File: config.mk
export PLATFORM = sky130hd
export DESIGN_NAME = ram_burst_reader_flat
export DESIGN_NICKNAME = d
export VERILOG_FILES = /design/src/rtl/ram_burst_reader_if.sv /design/src/rtl/ram_burst_reader.sv /design/src/flat_wrapper.sv
export SDC_FILE = /design/constraint.sdc
export NUM_CORES = 1
export LEC_CHECK = 0
export BUFFER_PORTS_ARGS = -buffer_cell sky130_fd_sc_hd__clkbuf_2
export CAP_MARGIN = 20
export CORE_MARGIN = 5
export CORE_UTILIZATION = 60
export CTS_CLUSTER_SIZE = 24
export DETAILED_ROUTE_END_ITERATION = 6
export PLACE_DENSITY = 0.82
export REMOVE_ABC_BUFFERS = 1
export SLEW_MARGIN = 15
export SYNTH_ARGS = -nofsm -noshare
export SYNTH_HDL_FRONTEND = slang
export SYNTH_SLANG_ARGS = --single-unit
File: constraint.sdc
create_clock -name clk -period 4.2 [get_ports clk]
set_clock_uncertainty 0.05 [all_clocks]
set_input_delay 0.84 -clock clk [delete_from_list [all_inputs] [get_ports clk]]
set_output_delay 0.84 -clock clk [all_outputs]
set_load 0.05 [all_outputs]
File: src/rtl/ram_burst_reader_if.sv
// Bundles the command, RAM read port and output stream of ram_burst_reader.
// The master modport is the burst reader's view; slave is the view of the
// logic around it (command source, RAM and stream consumer).
interface ram_burst_reader_if #(
   parameter int ADDR_WIDTH = 8,
   parameter int DATA_WIDTH = 16,
   parameter int LEN_WIDTH  = 9
);
   logic                  start;
   logic [ADDR_WIDTH-1:0] base_addr;
   logic [LEN_WIDTH-1:0]  length;
   logic                  busy;
   logic                  done;
   logic                  ram_we;
   logic [ADDR_WIDTH-1:0] ram_addr;
   logic [DATA_WIDTH-1:0] ram_data_out;
   logic                  m_valid;
   logic [DATA_WIDTH-1:0] m_data;
   logic                  m_last;
   logic                  m_ready;

   modport master (
      input  start, base_addr, length, ram_data_out, m_ready,
      output busy, done, ram_we, ram_addr, m_valid, m_data, m_last
   );

   modport slave (
      output start, base_addr, length, ram_data_out, m_ready,
      input  busy, done, ram_we, ram_addr, m_valid, m_data, m_last
   );
endinterface

File: src/rtl/ram_burst_reader.sv
// Burst read initiator for a single-port RAM with one-cycle registered read
// latency. Issues sequential (wrapping) addresses, captures the returned words
// into a 4-entry FIFO and presents them as a valid/ready stream with m_last.
// Issue is credit-limited so words in flight plus buffered never exceed 4.
module ram_burst_reader #(
   parameter int ADDR_WIDTH = 8,
   parameter int DATA_WIDTH = 16,
   parameter int LEN_WIDTH  = 9
) (
   input logic              clk,
   input logic              rst_n,
   ram_burst_reader_if.master bus
);

   typedef enum logic [1:0] {S_IDLE, S_RUN, S_DRAIN} state_t;

   localparam logic [LEN_WIDTH-1:0]  LEN_ONE  = LEN_WIDTH'(1);
   localparam logic [ADDR_WIDTH-1:0] ADDR_ONE = ADDR_WIDTH'(1);

   state_t                state_q, state_d;
   logic [ADDR_WIDTH-1:0] addr_q, addr_d;
   logic [LEN_WIDTH-1:0]  left_q, left_d;
   logic [LEN_WIDTH-1:0]  len_q, len_d;
   logic [LEN_WIDTH-1:0]  beat_q, beat_d;
   logic                  issue_q, issue_d;
   logic                  cap_q, cap_d;
   logic                  done_q, done_d;
   logic [1:0]            wr_ptr_q, wr_ptr_d;
   logic [1:0]            rd_ptr_q, rd_ptr_d;
   logic [2:0]            count_q, count_d;
   logic [DATA_WIDTH-1:0] fifo_q [4];

   logic                  head_valid;
   logic                  pop;
   logic                  last_beat;
   logic [3:0]            in_flight;
   logic                  can_issue;

   // Handshake, last-beat and credit decode shared by the next-state logic
   always_comb begin
      head_valid = (count_q != 3'd0);
      pop        = head_valid & bus.m_ready;
      last_beat  = (beat_q == (len_q - LEN_ONE));
      in_flight  = {1'b0, count_q} + {3'b000, issue_q} + {3'b000, cap_q};
      // A new address may go out only if, after this cycle's pop, there is
      // room for it on top of everything already buffered or in flight.
      can_issue  = (left_q != '0) && (in_flight < (4'd4 + {3'b000, pop}));
   end

   // State and datapath registers; reset discards any burst in progress
   always_ff @(posedge clk or negedge rst_n) begin
      if (!rst_n) begin
         state_q  <= S_IDLE;
         addr_q   <= '0;
         left_q   <= '0;
         len_q    <= '0;
         beat_q   <= '0;
         issue_q  <= 1'b0;
         cap_q    <= 1'b0;
         done_q   <= 1'b0;
         wr_ptr_q <= 2'd0;
         rd_ptr_q <= 2'd0;
         count_q  <= 3'd0;
      end else begin
         state_q  <= state_d;
         addr_q   <= addr_d;
         left_q   <= left_d;
         len_q    <= len_d;
         beat_q   <= beat_d;
         issue_q  <= issue_d;
         cap_q    <= cap_d;
         done_q   <= done_d;
         wr_ptr_q <= wr_ptr_d;
         rd_ptr_q <= rd_ptr_d;
         count_q  <= count_d;
      end
   end

   // FIFO storage: the RAM word addressed last cycle is written when cap_q is set
   always_ff @(posedge clk) begin
      if (cap_q) begin
         fifo_q[wr_ptr_q] <= bus.ram_data_out;
      end
   end

   // Next-state logic: the burst ends on the handshake of its last word
   always_comb begin
      state_d = state_q;
      case (state_q)
         S_IDLE: begin
            if (bus.start && (bus.length != '0)) begin
               state_d = S_RUN;
            end
         end
         S_RUN: begin
            if (pop && last_beat) begin
               state_d = S_IDLE;
            end else if (left_q == '0) begin
               state_d = S_DRAIN;
            end
         end
         S_DRAIN: begin
            if (pop && last_beat) begin
               state_d = S_IDLE;
            end
         end
         default: state_d = S_IDLE;
      endcase
   end

   // Datapath next values: address issue, capture pipeline, FIFO and beat count
   always_comb begin
      addr_d   = addr_q;
      left_d   = left_q;
      len_d    = len_q;
      beat_d   = beat_q;
      issue_d  = 1'b0;
      cap_d    = issue_q;
      done_d   = 1'b0;
      wr_ptr_d = cap_q ? (wr_ptr_q + 2'd1) : wr_ptr_q;
      rd_ptr_d = pop ? (rd_ptr_q + 2'd1) : rd_ptr_q;
      count_d  = count_q + {2'b00, cap_q} - {2'b00, pop};

      case (state_q)
         S_IDLE: begin
            if (bus.start) begin
               if (bus.length != '0) begin
                  // The first address goes out on the accepting edge itself.
                  addr_d  = bus.base_addr;
                  issue_d = 1'b1;
                  left_d  = bus.length - LEN_ONE;
                  len_d   = bus.length;
                  beat_d  = '0;
               end else begin
                  done_d = 1'b1;
               end
            end
         end
         S_RUN: begin
            if (can_issue) begin
               addr_d  = addr_q + ADDR_ONE;
               issue_d = 1'b1;
               left_d  = left_q - LEN_ONE;
            end
         end
         default: ;
      endcase

      if ((state_q != S_IDLE) && pop) begin
         beat_d = beat_q + LEN_ONE;
         if (last_beat) begin
            done_d = 1'b1;
         end
      end
   end

   // Outputs: stream comes straight from the FIFO head, m_last from the beat counter
   always_comb begin
      bus.busy     = (state_q != S_IDLE);
      bus.done     = done_q;
      bus.ram_we   = 1'b0;
      bus.ram_addr = addr_q;
      bus.m_valid  = head_valid;
      bus.m_data   = head_valid ? fifo_q[rd_ptr_q] : '0;
      bus.m_last   = head_valid & last_beat;
   end

endmodule

File: src/flat_wrapper.sv
// flat-port wrapper written by rule: the top's interface ports become plain ports
module ram_burst_reader_flat 
#(
   parameter int ADDR_WIDTH = 8,
   parameter int DATA_WIDTH = 16,
   parameter int LEN_WIDTH  = 9
)
  (clk, rst_n, bus_start, bus_base_addr, bus_length, bus_ram_data_out, bus_m_ready, bus_busy, bus_done, bus_ram_we, bus_ram_addr, bus_m_valid, bus_m_data, bus_m_last);
  ram_burst_reader_if #(.ADDR_WIDTH(ADDR_WIDTH), .DATA_WIDTH(DATA_WIDTH), .LEN_WIDTH(LEN_WIDTH)) bus_i ();
  input logic clk;
  input logic rst_n;
  input wire logic [$bits(bus_i.start)-1:0] bus_start;
  input wire logic [$bits(bus_i.base_addr)-1:0] bus_base_addr;
  input wire logic [$bits(bus_i.length)-1:0] bus_length;
  input wire logic [$bits(bus_i.ram_data_out)-1:0] bus_ram_data_out;
  input wire logic [$bits(bus_i.m_ready)-1:0] bus_m_ready;
  output wire logic [$bits(bus_i.busy)-1:0] bus_busy;
  output wire logic [$bits(bus_i.done)-1:0] bus_done;
  output wire logic [$bits(bus_i.ram_we)-1:0] bus_ram_we;
  output wire logic [$bits(bus_i.ram_addr)-1:0] bus_ram_addr;
  output wire logic [$bits(bus_i.m_valid)-1:0] bus_m_valid;
  output wire logic [$bits(bus_i.m_data)-1:0] bus_m_data;
  output wire logic [$bits(bus_i.m_last)-1:0] bus_m_last;
  assign bus_i.start = bus_start;
  assign bus_i.base_addr = bus_base_addr;
  assign bus_i.length = bus_length;
  assign bus_i.ram_data_out = bus_ram_data_out;
  assign bus_i.m_ready = bus_m_ready;
  assign bus_busy = bus_i.busy;
  assign bus_done = bus_i.done;
  assign bus_ram_we = bus_i.ram_we;
  assign bus_ram_addr = bus_i.ram_addr;
  assign bus_m_valid = bus_i.m_valid;
  assign bus_m_data = bus_i.m_data;
  assign bus_m_last = bus_i.m_last;
  ram_burst_reader #(.ADDR_WIDTH(ADDR_WIDTH), .DATA_WIDTH(DATA_WIDTH), .LEN_WIDTH(LEN_WIDTH)) u_core (.clk(clk), .rst_n(rst_n), .bus(bus_i));
endmodule
==> results.md, run 1 <==
- Crit Path Category: reg -> out
- Post-synth top cells: 64 x edfxtp_1, 56 x nand2_1, 47 x dfrtp_1
- Routed Antenna Nets: 0
- Worst skew pair latency: 370 ps
- Placement Rows: 34
- Vias in the first global route: 3787
- Highest layer used for signal routing: met4
- Reg power frac: 36.3%
- Critical Path Start Type: flop
- Maximum clock rate: 283 MHz
- Chip height: 106 um
- Post-synth top area share: 35.0%
- Peak VDD IR: 0.000560 V
- Setup TNS: 0 ps
- Clk slew on worst S/H paths: 120 ps
- Tightest Hold Check Type: reg -> reg
- Comb pwr share: 49.5%
- Top-count cell post-synth: edfxtp_1
- Status: complete, no violations
- CP max stage delay: 580 ps
- Maximum clock path buffer count: 2
- PD cells: 801 mW/mm2
- CTS Sinks: 111
- Pwr Total: 4.90 mW
- Gpl congestion: 0.911
- Setup bufs post-CTS: 0
- Htree depth: 3
- Worst EP arrival: 2650 ps
- Critical path cell sequence: or4_4, nor2_1, xnor2_1, o211a_1, nor4bb_1, clkbuf_2
- Top_reg_cell synth: edfxtp_1
- Fillers: 610
- Final hold violations: 0
- Syn avg cell area: 12.2 um2
- Synthesized instance count: 451
- Unrepaired setup endpoints after global routing: false
- Nets: 562
- CTS tree: built
- Switching share of power: 46.2%
- Slowest CP cell: or4_4
- Met3 wire length: 569 um
- I/O pins: 66
- Netlist cell types: 67
- Cell chosen for the clock root: clkbuf_8
- Final Critical Period: 3540 ps
- HPWL after DPL: 7.58 mm
- Die area: 0.0112 mm2
- Setup crit end kind: output pin
- Rel. slew slack: 43.5%
- Via-to-Cell Ratio: 6.06
- Cts repair resizes: 0
- Share of cells above drive strength 1: 23.1%
- Most area-hungry cell type in the Yosys netlist: edfxtp_1
- Detailed-route via count: 3781
- Final wirelength: 10.9 mm
- Sw power: 2.26 mW
- Worst Path Max Fanout: 7
- Sequential Area: 0.00310 mm2
- ANT cells: 0
- Static Leak: 2.43 nW
- Initial core utilization: 62.3%
- Async SR Flop Fraction: 42.3%
- Synth Register Bits: 111
- DRT Pass-1 Iters: 5
- Clock network fraction of total power: 14.2%
- Setup violations, final: 0
- Mapped cell area: 0.00548 mm2
- Core box area: 0.00881 mm2
- Initial DRC count: 211
- TritonCTS Buffers: 9
- Slew @ Worst Pin: 847 ps
- Pin count of the biggest net entering global routing: 48
- Final period util: 84.2%
- GR Overflow Total: 0
- DR WL/cell: 17.5 um
- Area contributors post-synth: edfxtp_1 35%, dfrtp_1 21%, mux4_2 6.6%
- Met2 wire len: 5.28 mm
- First-pass GRT wire length: 18.3 mm
- Initial antenna violation count: 0
- Post-synth EDFFs: 64
- Buffers on Ports: 64
- Multi-input logic area: 0.00224 mm2
- CTS Hold Bufs: 0
- DRC viols: 0
- Seq/Total Area, Yosys: 56.5%
- Ys Warns: 0
- Die Wd: 106 um
- M1 wire length: 4.95 mm
- Max-cap violations: 0
- Slew Limit Fails: 0
- Total GRT Usage: 20.5%
- Internal power: 2.64 mW
- Synth-to-layout area growth: 11.6%
- Required @ worst endpoint: 3310 ps
-- final cells by class --
cell class,instances,share of cell area (%)
multi-input cells,305,36.7
clock buffers,9,2.02
clock inverters,7,1.68
flip-flops and latches,111,50.6
well taps,108,2.21
inverters,15,0.920
repair buffers,69,5.91
-- flip-flops by register name (all words and copies together) (netlist names) --
| name | flops |
|---|---|
| u_core.cap_d | 1 |
| u_core.fifo_q | 64 |
| u_core.cap_q | 1 |
| u_core.beat_q | 9 |
| u_core.left_q | 9 |
| u_core.state_q | 2 |
| u_core.rd_ptr_q | 2 |
| u_core.len_q | 9 |
| u_core.wr_ptr_q | 2 |
| u_core.bus.done | 1 |
| u_core.bus.ram_addr | 8 |
| u_core.count_q | 3 |
-- final timing paths --
| check | end | slack [ps] | startpoint | depth (start not counted) |
|---|---|---|---|---|
| max in group asynchronous | u_core.beat_q[0]$_DFFE_PN0P_ | 3170 | rst_n | 2 |
| hold / removal | u_core.cap_q$_DFF_PN0_ | 350 | u_core.cap_d$_DFF_PN0_ | 0 |
| min in group asynchronous | u_core.left_q[4]$_DFFE_PN0P_ | 500 | rst_n | 2 |
| setup reg to reg | u_core.left_q[3]$_DFFE_PN0P_ | 1330 | u_core.cap_q$_DFF_PN0_ | 8 |
| hold reg to reg | u_core.cap_q$_DFF_PN0_ | 350 | u_core.cap_d$_DFF_PN0_ | 0 |
| setup / recovery | bus_m_last | 660 | u_core.len_q[3]$_DFFE_PN0P_ | 6 |
-- per-layer routing --
layer  up-vias  GRT usage, %
met5         -             0
met4         0          5.46
met3         8          3.91
met2       119          34.0
met1      1866          28.1
li1       1788             -
-- cells in the final DEF (no fill, tap or decap), types with 3 or more instances in the layout --
cell type,netlist,layout
clkbuf_2,0,64
edfxtp_1,64,64
nand2_1,56,56
dfrtp_1,47,47
o21ai_0,26,26
nor2_1,22,22
and2_1,20,20
a21oi_1,20,20
mux4_2,16,16
inv_1,15,15
nand3_1,14,14
nor3_1,12,12
ha_1,12,12
clkbuf_8,0,9
xor2_1,8,8
xnor2_1,8,8
mux2i_1,6,6
nor2b_1,7,6
and3_1,6,6
nand2b_1,5,5
or4_1,4,4
buf_4,3,4
nor3b_1,3,3
o31ai_1,3,3
o211ai_1,3,3
a31oi_1,3,3
o22ai_1,3,3
a211oi_1,3,3
-- stage by stage --
stage / worst slack (ps) / hold slack [ps] / instances / cell area (um2) / utilization [%]
global placement: 1060 / 313 / 607 / 5880 / 66.8
global route: 549 / 368 / 624 / 6120 / 69.5
CTS: 626 / 352 / 623 / 6110 / 69.4
floorplan: 297 / 304 / 431 / 5380 / -
detailed placement: 945 / 328 / 607 / 5880 / 66.8
finish: 662 / 349 / 624 / 6120 / 69.5
-- power by group through the flow --
stage	sequential, mW	clock (mW)	combinational (mW)
floorplan	1.88	0	1.73
global placement	1.78	0	2.36
detailed placement	1.80	0	2.42
CTS	1.78	0.709	2.43
global route	1.82	0.755	2.65
finish	1.78	0.696	2.43
-- critical path, delay by kind of cell, from the launching register on --
kind                      cells  cell delay, ps
buffers and inverters         1             340
and+or+nand+nor               3            1090
AOI/OAI and AO/OA             1             260
DFF                           1             500
xor gates and xnor gates      1              90
-- logic make-up after synthesis --
| family | count (synthesis) | synth area share [%] |
|---|---|---|
| and+or+nand+nor | 165 | 15.8 |
| DFF | 111 | 56.5 |
| AOI/OAI and AO/OA | 84 | 10.5 |
| buffers and inverters | 35 | 2.85 |
| muxes | 25 | 8.28 |
| xor gates and xnor gates | 16 | 2.56 |
| adders and majority gates | 14 | 3.47 |
| other | 1 | 0.0684 |
(Power assumes the default switching activity.)
==> run 2: changes to the inputs <==
ABC_AREA = 1   (was not set)
CORE_UTILIZATION = 53   (was 60)
PLACE_DENSITY = 0.77   (was 0.82)
clock period = 3.06 ns   (was 4.2 ns; I/O delays follow)
==> run 2 against run 1 <==
Net effect: die area is 13% higher; wire length is 5.3% higher; worst setup slack worse by 480 ps; critical path type unchanged; critical endpoint unchanged.
==> results.md, run 2 <==
- Status: complete, no violations
- Synth Register Bits: 111
- Buf+Inv Stages, Crit Path: 3
- Unrepaired setup endpoints after global routing: false
- CP dominant cell by count: nand2_1
- CTS Sinks: 111
- Top_reg_cell synth: edfxtp_1
- Fillers: 862
- Die area: 0.0126 mm2
- Chip height: 112 um
- Die Wd: 112 um
- Share of cells above drive strength 1: 20.1%
- I/O pins: 66
- First-pass GRT wire length: 18.7 mm
- Syn avg cell area: 9.54 um2
- Detailed-route via count: 4119
- Clk slew on worst S/H paths: 120 ps
- Initial antenna violation count: 0
- Maximum clock rate: 348 MHz
- Ys Warns: 0
- DR WL/cell: 14.7 um
- Cell chosen for the clock root: clkbuf_8
- Initial core utilization: 53.9%
- Vias in the first global route: 3921
- CTS tree: built
- CTS Hold Bufs: 0
- ANT cells: 0
- Core box area: 0.0103 mm2
- Initial DRC count: 221
- PD cells: 1160 mW/mm2
- Nets: 692
- Critical Path Start Type: flop
- Slowest CP cell: dfrtp_1
- Final period util: 94.0%
- Final Critical Period: 2880 ps
- Slew Limit Fails: 0
- TritonCTS Buffers: 9
- Seq/Total Area, Yosys: 55.9%
- Crit Path Category: reg -> out
- Rel. slew slack: 50.5%
- Slew @ Worst Pin: 741 ps
- Buffers on Ports: 64
- Final Non-Filler Cells: 782
- Tightest Hold Check Type: in -> async
- Max-cap violations: 0
- Placement Rows: 37
- Most area-hungry cell type in the Yosys netlist: edfxtp_1
- Final core occ: 60.2%
- Commonest non-fill, non-tap cell in the layout: nor2_1
- Maximum clock path buffer count: 2
- Async SR Flop Fraction: 42.3%
- Mapped cell area: 0.00554 mm2
- Pin count of the biggest net entering global routing: 34
- DRC viols: 0
- Post-synth EDFFs: 64
- Setup crit end kind: output pin
- Largest register FFs: 64
- DRT Pass-1 Iters: 5
- HPWL after DPL: 7.98 mm
- Peak VDD IR: 0.000722 V
- Setup TNS: 0 ps
- Gpl congestion: 0.851
- Area contributors post-synth: edfxtp_1 35%, dfrtp_1 21%, nor2_1 6.2%
- Netlist cell types: 43
- Synthesized instance count: 581
- Top-count cell post-synth: nor2_1
- Fin Hold WS: 84.7 ps
- Static Leak: 2.68 nW
- CP max stage delay: 430 ps
- Post-synth top area share: 34.7%
- Htree depth: 3
- Routed Antenna Nets: 0
- Post-synth top cells: 91 x nor2_1, 86 x nand2_1, 64 x edfxtp_1
- Via-to-Cell Ratio: 5.27
- Top Family by Delay on Critical Path: simple AND/OR/NAND/NOR gates
- Final hold violations: 0
- GR Overflow Total: 0
- Total GRT Usage: 18.4%
- Commonest non-fill, non-tap cells in the layout: 91 x nor2_1, 86 x nand2_1, 64 x edfxtp_1
- Worst skew pair latency: 380 ps
- Critical path cell sequence: inv_1, ha_2, inv_1, nand2_1, nand2_1, nand2_1, nand2_1, nor2_1, and3_1, nand3_1, nor2_1, buf_4
- Largest register by flop count: u_core.fifo_q
- DP Cell Count: 766
- Synth-to-layout area growth: 11.6%
- Required @ worst endpoint: 2400 ps
- Worst Path Max Fanout: 7
- Final wirelength: 11.5 mm
- Setup violations, final: 0
- Worst EP arrival: 2220 ps
## run 2: changes by cell type in the layout (fill, tap and decap cells not counted), sizes merged, moves of 6 or more
cell	delta
o21ai	+41
a31oi	+7
nor2b	-7
and2	-18
or4	-6
nor3	-12
a21oi	+6
mux2i	-6
nand3	+13
inv	+49
nand2	+33
nor2	+83
mux4	-16
xor2	+7
## run 2: cells by family after synthesis
group | count (synthesis) | share of synthesized area [%]
DFF | 111 | 55.9
other | 1 | 0.0676
adders and majority gates | 14 | 3.43
xor gates and xnor gates | 19 | 3.00
and+or+nand+nor | 239 | 19.0
buffers and inverters | 86 | 6.61
AOI/OAI and AO/OA | 111 | 12.0
## run 2: cell type report
cell class                      instances  area [um2]  area share, %
Multi-Input combinational cell        384        2080           33.6
Clock buffer                            9         124           2.00
Timing Repair Buffer                   71         375           6.06
Inverter                               64         240           3.88
Sequential cell                       111        3100           50.1
Clock inverter                          7         100           1.62
Tap cell                              136         170           2.75
## run 2: metrics by stage
| step | area [um2] | worst slack [ps] | power, mW |
|---|---|---|---|
| final | 6190 | 183 | 7.17 |
| after global routing | 6190 | 10.7 | 7.68 |
| after CTS | 6180 | 56.0 | 7.20 |
| after detailed placement | 5960 | 497 | 6.26 |
| after global placement | 5960 | 587 | 6.10 |
| after floorplan | 5420 | 423 | 5.29 |
## run 2: power breakdown
group | switching, mW | internal, mW
clock | 0.589 | 0.350
combinational | 2.74 | 1.10
sequential | 0.347 | 2.05
## run 2: path summary, 6_finish.rpt
path	to	depth (start not counted)	slack (ps)	start
max	bus_m_last	12	180	u_core.len_q[0]$_DFFE_PN0P_
min	u_core.bus.ram_addr[5]$_DFFE_PN0P_	1	80	rst_n
max reg2reg	u_core.bus.ram_addr[2]$_DFFE_PN0P_	9	590	u_core.cap_q$_DFF_PN0_
min reg2reg	u_core.cap_q$_DFF_PN0_	0	340	u_core.cap_d$_DFF_PN0_
max in group asynchronous	u_core.left_q[7]$_DFFE_PN0P_	2	2120	rst_n
min in group clk	u_core.cap_q$_DFF_PN0_	0	340	u_core.cap_d$_DFF_PN0_
## run 2: per-layer routing
metal | share of wire [%] | global-route usage [%]
met5 | 0 | 0
met3 | 5.0 | 3.45
met4 | 1.3 | 5.29
met1 | 45 | 25.4
met2 | 49 | 29.9
## run 2: worst register-to-register path: stages, from the launching register on
cell and delay, ps:
dfrtp_1 490, inv_1 110, fa_1 380, inv_1 100, ha_1 240, o21ai_1 170, nand3b_2 150, nand2_4 410
o21ai_1 160, a21oi_1 150
## run 2: repair_timing
| item | in CTS | in global routing |
|---|---|---|
| endpoints found under the setup margin | 0 | 1 |
| gates resized for setup | 0 | 4 |
| setup buffers | 0 | 0 |
==> run 3: changes to the inputs <==
==> constraint.sdc (replaced) <==
create_clock -name clk -period 3.06 [get_ports clk]
set_clock_uncertainty 0.05 [all_clocks]
set_input_delay 0.459 -clock clk [delete_from_list [all_inputs] [get_ports clk]]
set_output_delay 0.459 -clock clk [all_outputs]
set_load 0.05 [all_outputs]
==> run 3 against run 2 <==
Net effect: hold slack better by 47 ps; clock-buffer cell count unchanged; utilization down 0.41 points; cell area down 0.69%; register-to-register slack better by 90 ps; wire length down 0.65%; clock power down 7.8%; combinational power down 2%.
==> results.md, run 3 (synthesis results as in run 2) <==
- CTS Hold Bufs: 0
- Final hold violations: 0
- Pin count of the biggest net entering global routing: 36
- TritonCTS Buffers: 9
- I/O pins: 66
- Max-cap violations: 0
- Initial core utilization: 53.9%
- Cell chosen for the clock root: clkbuf_8
- Detailed-route via count: 4145
- GR Overflow Total: 0
- CP Launch Point: u_core.rd_ptr_q[1]$_DFFE_PN0N_
- Worst Path Max Fanout: 17
- Required @ worst endpoint: 2550 ps
- Initial DRC count: 334
- Largest register by flop count: u_core.fifo_q
- Area after DPL: 0.00595 mm2
- DRC viols: 0
- Vias in the first global route: 4007
- Slew @ Worst Pin: 902 ps
- Gpl congestion: 0.864
- Die area: 0.0126 mm2
- Largest register FFs: 64
- RR Endpoint: u_core.bus.ram_addr[4]$_DFFE_PN0P_
- Slowest CP cell: dfrtp_1
- Commonest non-fill, non-tap cells in the layout: 91 x nor2_1, 86 x nand2_1, 64 x clkbuf_2, 64 x edfxtp_1, 59 x inv_1
- Clk slew on worst S/H paths: 110 ps
- Maximum clock rate: 345 MHz
- Setup crit end kind: output pin
- Share of cells above drive strength 1: 19.7%
- Die Wd: 112 um
- Static Leak: 2.66 nW
- R2R depth: 9
- Maximum clock path buffer count: 2
- Htree depth: 3
- First-pass GRT wire length: 19.0 mm
- Buffers on Ports: 64
- Worst EP arrival: 2390 ps
- Core box area: 0.0103 mm2
- Routed Antenna Nets: 0
- Peak VDD IR: 0.000747 V
- Setup bufs post-CTS: 0
- Final period util: 94.9%
- Final wirelength: 11.4 mm
- Nets: 691
- Comb pwr share: 53.2%
- Critical path cell sequence: clkinv_1, buf_4, nor2_1, o21ai_0, a21oi_1, clkbuf_2
- Commonest non-fill, non-tap cell in the layout: nor2_1
- Crit Path Category: reg -> out
- HPWL after DPL: 7.99 mm
- Reg2reg setup slack: 680 ps
- DRT Pass-1 Iters: 7
- Via-to-Cell Ratio: 5.31
- CP max stage delay: 770 ps
- Slew Limit Fails: 0
- Chip height: 112 um
- Reg power frac: 34.5%
- Critical Path Start Type: flop
- CTS Sinks: 111
- Initial antenna violation count: 0
- CTS tree: built
- Cell area after layout: 0.00615 mm2
- Final Critical Period: 2900 ps
- Tightest Hold Check Type: in -> async
- Rel. slew slack: 39.9%
- Unrepaired setup endpoints after global routing: false
- Worst skew pair latency: 380 ps
- Fillers: 853
- Placement Rows: 37
- DR WL/cell: 14.6 um
- Cts repair resizes: 0
- Synth-to-layout area growth: 10.9%
- Final core occ: 59.8%
- PD cells: 1150 mW/mm2
- Setup TNS: 0 ps
- Clock network fraction of total power: 12.3%
- Setup crit end: bus_m_data[11]
- Internal power: 3.44 mW
- Status: complete, no violations
- Total GRT Usage: 18.6%
- ANT cells: 0
- Setup violations, final: 0
- Reg2reg start: u_core.cap_q$_DFF_PN0_
- Sw power: 3.61 mW
- Switching share of power: 51.2%
## run 3: cell types whose count changed in the layout (fill, tap and decap cells not counted), sizes merged
cell,previous run,this run
buf,8,6
inv,68,67
clkbuf,72,73
clkinvlp,0,1
## run 3: power groups by stage
stage	clock network, mW	registers, mW	logic [mW]
2_1_floorplan	0	2.59	2.70
3_3_place_gp	0	2.44	3.64
3_5_place_dp	0	2.46	3.76
4_1_cts	0.881	2.43	3.78
5_1_grt	0.947	2.50	4.15
6_report	0.866	2.44	3.76
## run 3: cell type report
cell class	instances	area (um2)	share of cell area, %
clock buffers	9	124	2.02
clock inverters	7	70.1	1.14
inverters	64	240	3.91
multi-input cells	384	2080	33.8
flip-flops and latches	111	3100	50.4
well taps	136	170	2.77
repair buffers	70	365	5.94
## run 3: worst min-delay path by stage
stage	endpoint	cells after the start	start
final	u_core.rd_ptr_q[0]$_DFFE_PN0N_	1	rst_n
after global routing	u_core.beat_q[7]$_DFFE_PN0P_	1	rst_n
after CTS	u_core.bus.ram_addr[4]$_DFFE_PN0P_	1	rst_n
after detailed placement	u_core.cap_q$_DFF_PN0_	0	u_core.cap_d$_DFF_PN0_
after global placement	u_core.cap_q$_DFF_PN0_	0	u_core.cap_d$_DFF_PN0_
after floorplan	u_core.beat_q[0]$_DFFE_PN0P_	0	rst_n
## run 3: metrics by stage
step	cells	total power [mW]	hold slack [ps]	setup WS (ps)
final	781	7.06	132	157
after CTS	781	7.09	160	146
after detailed placement	765	6.22	338	611
after global routing	781	7.59	192	17.7
after floorplan	559	5.29	113	576
after global placement	765	6.08	330	664
## run 3: critical path: cells and delay by family, from the launching register on
kind	cells	cell delay, ps
compound gates	2	320
simple gates	1	110
flops	1	770
buf+inv	3	810
## run 3: per-layer routing
layer,routed length [um],vias up,track usage [%]
met3,632,19,4.42
met1,5030,1965,25.2
li1,-,2049,-
met4,272,0,6.25
met2,5460,112,29.7
met5,0,-,0
